<file path="config.mk">
export PLATFORM = sky130hd
export DESIGN_NAME = subckt_tt_capture
export DESIGN_NICKNAME = d
export VERILOG_FILES = /design/src/rtl/subckt_pkg.sv /design/src/rtl/subckt_settle_timer.sv /design/src/rtl/subckt_tt_capture.sv
export SDC_FILE = /design/constraint.sdc
export NUM_CORES = 1
export LEC_CHECK = 0
export BUFFER_PORTS_ARGS = -buffer_cell sky130_fd_sc_hd__buf_2
export CORE_UTILIZATION = 52
export CTS_BUF_LIST = sky130_fd_sc_hd__clkbuf_8 sky130_fd_sc_hd__clkbuf_16
export DETAILED_ROUTE_END_ITERATION = 10
export PLACE_DENSITY = 0.88
export SLEW_MARGIN = 20
export SYNTH_ARGS = -nofsm -noshare
export SYNTH_HDL_FRONTEND = slang
export SYNTH_SLANG_ARGS = --single-unit
</file>
<file path="constraint.sdc">
create_clock -name clk -period 2.3 [get_ports clk]
set_input_delay 0.345 -clock clk [delete_from_list [all_inputs] [get_ports clk]]
set_output_delay 0.345 -clock clk [all_outputs]
set_load 0.01 [all_outputs]
</file>
<file path="src/rtl/subckt_pkg.sv">
// subckt_pkg: shared widths, FSM state encoding and default settle time for the truth-table capture
package subckt_pkg;
  localparam int VEC_W = 4;
  localparam int TT_W = 16;
  localparam int SETTLE_DEFAULT = 2;
  typedef enum logic [1:0] {IDLE, DRIVE, SAMPLE, DONE} state_t;
endpackage

</file>
<file path="src/rtl/subckt_settle_timer.sv">
// subckt_settle_timer: loadable count-down timer, done while enabled and expired
module subckt_settle_timer
  import subckt_pkg::*;
#(
  parameter int CYCLES = SETTLE_DEFAULT
) (
  input  logic clk,
  input  logic rst_n,
  input  logic load,
  input  logic en,
  output logic done
);
  logic [3:0] cnt;
  always_ff @(posedge clk or negedge rst_n)
    if (!rst_n) cnt <= '0;
    else if (load) cnt <= 4'(CYCLES - 1);
    else if (en && cnt != '0) cnt <= cnt - 4'd1;
  assign done = en && cnt == '0;
endmodule

</file>
<file path="src/rtl/subckt_tt_capture.sv">
// subckt_tt_capture: sweeps 16 input vectors and captures the truth table; toggle counter under SUBCKT_TOGGLE_COUNT_EN
module subckt_tt_capture
  import subckt_pkg::*;
#(
  parameter int SETTLE_CYCLES = SETTLE_DEFAULT
) (
  input  logic             clk,
  input  logic             rst_n,
  input  logic             start_i,
  output logic             busy_o,
  output logic [VEC_W-1:0] vec_o,
  input  logic             dut_out_i,
  output logic [TT_W-1:0]  tt_o,
  output logic             tt_valid_o,
  input  logic             tt_ready_i
`ifdef SUBCKT_TOGGLE_COUNT_EN
  ,
  output logic [3:0]       toggle_cnt_o
`endif
);
  state_t state, state_nx;
  logic accept, settle_done;
  assign accept = state == IDLE && start_i;
  subckt_settle_timer #(.CYCLES(SETTLE_CYCLES)) u_timer (
    .clk  (clk),
    .rst_n(rst_n),
    .load (accept || state == SAMPLE),
    .en   (state == DRIVE),
    .done (settle_done)
  );
  always_ff @(posedge clk or negedge rst_n)
    if (!rst_n) state <= IDLE;
    else state <= state_nx;
  always_comb begin
    state_nx = state;
    unique case (state)
      IDLE:   state_nx = start_i ? DRIVE : IDLE;
      DRIVE:  state_nx = settle_done ? SAMPLE : DRIVE;
      SAMPLE: state_nx = vec_o == '1 ? DONE : DRIVE;
      DONE:   state_nx = tt_ready_i ? IDLE : DONE;
    endcase
  end
  always_ff @(posedge clk or negedge rst_n)
    if (!rst_n) begin
      vec_o <= '0;
      tt_o  <= '0;
    end else if (accept) begin
      vec_o <= '0;
      tt_o  <= '0;
    end else if (state == SAMPLE) begin
      vec_o        <= vec_o + VEC_W'(1);
      tt_o[vec_o]  <= dut_out_i;
    end
`ifdef SUBCKT_TOGGLE_COUNT_EN
  always_ff @(posedge clk or negedge rst_n)
    if (!rst_n) toggle_cnt_o <= '0;
    else if (accept) toggle_cnt_o <= '0;
    else if (state == SAMPLE && vec_o != '0 && dut_out_i != tt_o[vec_o - VEC_W'(1)])
      toggle_cnt_o <= toggle_cnt_o + 4'd1;
`endif
  assign busy_o = state == DRIVE || state == SAMPLE;
  assign tt_valid_o = state == DONE;
endmodule
</file>
### Word level (Yosys, flattened, before mapping)

Index checks and enable logic that the tools add are counted.

* bits in registers: 26
* bits of input ports: 5
* logic and storage cells: 37

* reductions and logical operators: 11
* mux-type cells: 14
* order comparisons: 2
* eq/ne operators: 4
* $add $sub $neg: 2

Operators with widths (count)
* two-way mux 16 bit: 2
* bitwise mux 16 bit: 1
* two-way mux 4 bit: 4
* one-hot mux 2 bit (4 select lines): 1
* two-way mux 2 bit: 3
* < comparator 4 x 5 -> 1 bit, second input constant: 1
* adder 4 x 1 -> 4 bit, second input constant: 1
* demux 1 bit (select 4 bit): 1
* == test 2 bit, second input constant: 2
* == test 4 bit, second input constant: 1
* >= comparator 4 x 1 -> 1 bit, second input constant: 1
* logical AND 1 bit: 4
* logical NOT 4 bit: 1
* nonzero test 2 bit: 2
* nonzero test 4 bit: 1
* subtractor 4 x 1 -> 4 bit, second input constant: 1
* == test 2 x 1 -> 1 bit, second input constant: 1
* logical NOT 2 bit: 1
* logical OR 1 bit: 2
* two-way mux 1 bit: 2

### Logic depth before layout (Yosys ltp)

* word-level depth: 7
* gate-level depth with buffers: 7
* depth with buffers taken out: 5

### By module

Synthesis repeated with hierarchy kept, for this count alone.

* cell total of the unflattened synthesis: 140
* area, all modules: 1660.3 um2

By module, submodules not included
* subckt_tt_capture: instances 1, area an instance 1401.3 um2, cells an instance 115, sequential area each 550.5 um2
* subckt_settle_timer: instances 1, area an instance 259.0 um2, cells an instance 25, sequential area each 100.1 um2

### Least setup slack after synthesis

No wires, ideal clock.

* path kind: flip-flop to flip-flop
* start point: reg state[0]
* end point: reg tt_o[15]
* buffers on the path: 2
* data required time: 2.168 ns
* stages on the path, launching flop included: 8
* library setup time: 0.132 ns
* data arrival time: 1.247 ns
* slack: 0.921 ns
* cell sequence: dfrtp_1 -> inv_1 -> ha_1 -> buf_2 -> buf_2 -> nand4_1 -> mux2i_1 -> nor2_1

* longest elaborated chain between the ends: 3

Ends and longest elaborated chain
* from (decl): line subckt_tt_capture.sv:21 `state_t state, state_nx;`
* from (signal assigned): line subckt_tt_capture.sv:33 `else state <= state_nx;`
* logical NOT 2 bit: line subckt_tt_capture.sv:23 `assign accept = state == IDLE && start_i;`
* logical AND 1 bit: line subckt_tt_capture.sv:23
* two-way mux 16 bit or nonzero test 2 bit (tied branches)
* to (signal, indexed assignment): line subckt_tt_capture.sv:52 `tt_o[vec_o] <= dut_out_i;`
* to (decl): line subckt_tt_capture.sv:13 `output logic [TT_W-1:0] tt_o,`

Parallel ways exist; a longest one is shown, timed or not.
A chain may end at the register's enable or synchronous reset.

### Worst setup path in the final report

* start point: reg state[0]
* end point: reg tt_o[7]

Same word-level chain as after synthesis.

==> impl_results.md <==
- Status: complete, no violations
- I/O pin cnt: 27
- Clk Latency, worst-skew pair: 270 ps
- PD cells: 933 mW/mm^2
- Fillers: 197
- Unrepaired setup endpoints after global routing: false
- DP Worst Slack: 769 ps
- Top cell type's share of synthesized area: 0.461
- CTS root buf: clkbuf_8
- Pin count of the biggest net entering global routing: 27
- TritonRoute pass-1 iters: 4
- Post-synthesis xor/xnor area fraction: 0.0186
- Core footprint: 0.00252 sq mm
- CP Launch Type: flip-flop
- Total gr overflow: 0
- Seq/Total Area, Yosys: 0.461
- Largest cells by area after synthesis: dfrtp_1 46%, mux2i_1 11%, ha_1 9.8%
- Clock buffer depth: 2
- Simple-Gate Fraction of Synth Area: 0.208
- Num CTS Buffers: 3
- Crit Path Class: reg2reg
- DRT Wirelength: 2930 um
- Starting density of the core: 0.559
- Total track usage: 0.223
- Ratio of cells with drive above 1 in the final layout: 0.211
- Max Freq: 0.637 GHz
- Post-synth ARST share: 1.00
- Register area: 651 sq um
- Vias per inst: 5.77
- Routed Antenna Nets: 0
- Ant. Diodes: 0
- Final Wtd Congestion: 0.852
- Crit-path max FO: 25
- Crit. End Element: flip-flop
- Clock transition at path regs: 90 ps
- Die Span X: 54.1 um
- H-tree depth: 1
- Critical Path AT: 1710 ps
- 1st-iter DRT viols: 26
- Die H: 54.1 um
- Ys flop type: dfrtp_1
- RR Startpoint: state[0]$_DFF_PN0_
- Final setup violation count: 0
- IO buf count: 26
- CP endpoint: tt_o[7]$_DFFE_PN0P_
- Period utilisation layout: 0.682
- Mapped Area: 0.00141 sq mm
- Post-synth cell types: 27
- Vias in the first global route: 1,078
- CTS tree: built
- Compound-Gate Fraction of Synth Area: 0.0603
- Via count: 1,102
- Area leader, netlist: dfrtp_1
- Initial antenna violation count: 0
- Reg2reg path depth: 6
- Least-Margin Pin Slew: 691 ps
- CTS hold repair buffers: 0
- Cells after Synth: 139
- Setup TNS: 0 ps
- Data required time at the worst endpoint: 2440 ps
- Ys Warns: 0
- Die area: 0.00292 sq mm
- Cell row count: 18
- Hpwl dp: 2040 um
- WL per Instance: 15.3 um
- FF-to-FF setup slack: 730 ps
- Post-synth EDFFs: 0
- Reg2reg end: tt_o[7]$_DFFE_PN0P_
- Slew headroom: 0.539
- Fin crit period: 1570 ps
- Largest family of logic cells by synthesized area: simple AND/OR/NAND/NOR gates
- DRC viols: 0
- Max Slew Vio Count: 0
- Leak: 0.895 nW
- Worst setup margin: 731 ps
- Setup bufs post-CTS: 0
- Synthesized Nets: 155
- Synth Area in Adders: 0.0976
- Area delta synth->final: 14.6%
- Fin Clk Skew: 4.97 ps
- Avg Inst Size Synth: 10.1 sq um
- Mux cell area share after synthesis: 0.106
- Critical Path Start: state[0]$_DFF_PN0_
- Synth cell count leaders: 26 x dfrtp_1, 22 x nor2_1, 15 x mux2i_1
- Top-count cell post-synth: dfrtp_1
- Final Hold Viols: 0
- Max VDD drop: 0.000568 V
- Clock sink count: 26
- #FFs+latches synth: 26
- Max_cap viols: 0
- PostCTS Resize Cnt: 0
- Final net count: 178
- Area of the multi-input gates: 692 sq um
- First-pass GRT wire length: 4660 um
- HP Class: in2async
[power breakdown]
part / internal (W) / switching, W
combinational: 0.000208 / 0.000333
clock: 0.000233 / 0.000145
sequential: 0.000524 / 0.0000657
total: 0.000964 / 0.000544
[placed cells by master (no fill, tap or decap), types with 2 or more instances in the layout]
| cell | count |
|---|---|
| nor2_1 | 22 |
| inv_1 | 7 |
| mux2i_1 | 15 |
| o21ai_0 | 4 |
| clkbuf_8 | 3 |
| nand2_1 | 7 |
| dfrtp_1 | 26 |
| xor2_1 | 2 |
| ha_1 | 11 |
| a21oi_1 | 5 |
| nand4b_1 | 8 |
| nand4_1 | 9 |
| buf_2 | 26 |
[final cells by class]
class                      count  area share
clock buffer                   3      0.0256
clock inverter                 1      0.0186
tap                           30      0.0232
sequential                    26       0.403
multi-input combinational     97       0.428
timing repair buffer          27      0.0852
inverter                       7      0.0163
[critical path, stage by stage (launching register included)]
cell,delay [ps]
dfrtp_1,410
inv_1,110
ha_1,160
buf_4,260
nand4b_1,170
mux2i_1,260
nor2_1,60
[sequential cells by signal, summed over array words and instances (netlist names)]
register     flops
state            2
tt_o            16
u_timer.cnt      4
vec_o            4
[worst min path at each step]
stage | start | end | slack (ps) | depth (start not counted)
4_1_cts | rst_n | tt_o[1]$_DFFE_PN0P_ | 80 | 1
2_1_floorplan | rst_n | state[0]$_DFF_PN0_ | 50 | 0
3_5_place_dp | rst_n | tt_o[3]$_DFFE_PN0P_ | 380 | 1
3_3_place_gp | rst_n | tt_o[1]$_DFFE_PN0P_ | 360 | 1
5_1_grt | rst_n | tt_o[2]$_DFFE_PN0P_ | 100 | 1
6_report | rst_n | tt_o[3]$_DFFE_PN0P_ | 60 | 1
[metal layers]
layer  GRT usage  up-vias  wire (um)
met5           0        -          0
met4      0.0940        0         52
met3      0.0367        6        129
met2       0.393       36       1410
met1       0.264      534       1340
li1            -      526          -
[cell families (layout without fill, tap and decap cells)]
| family | after synthesis | count (layout) |
|---|---|---|
| mux | 15 | 15 |
| fa+ha+maj | 11 | 11 |
| xor+xnor | 3 | 3 |
| compound gates | 14 | 14 |
| flops | 26 | 26 |
| simple gates | 54 | 54 |
| buf+inv | 16 | 38 |
[per-stage QoR]
step	hold slack, ps	std cells	cell area [sq um]	utilization	power (W)
finish	59.9	191	1620	0.640	0.00151
global route	100	191	1620	0.640	0.00160
global placement	359	187	1540	0.612	0.00108
floorplan	49.4	139	1410	-	0.000982
detailed placement	379	187	1540	0.612	0.00113
CTS	79.7	191	1620	0.640	0.00151
Power figures use the tool's default switching activity.
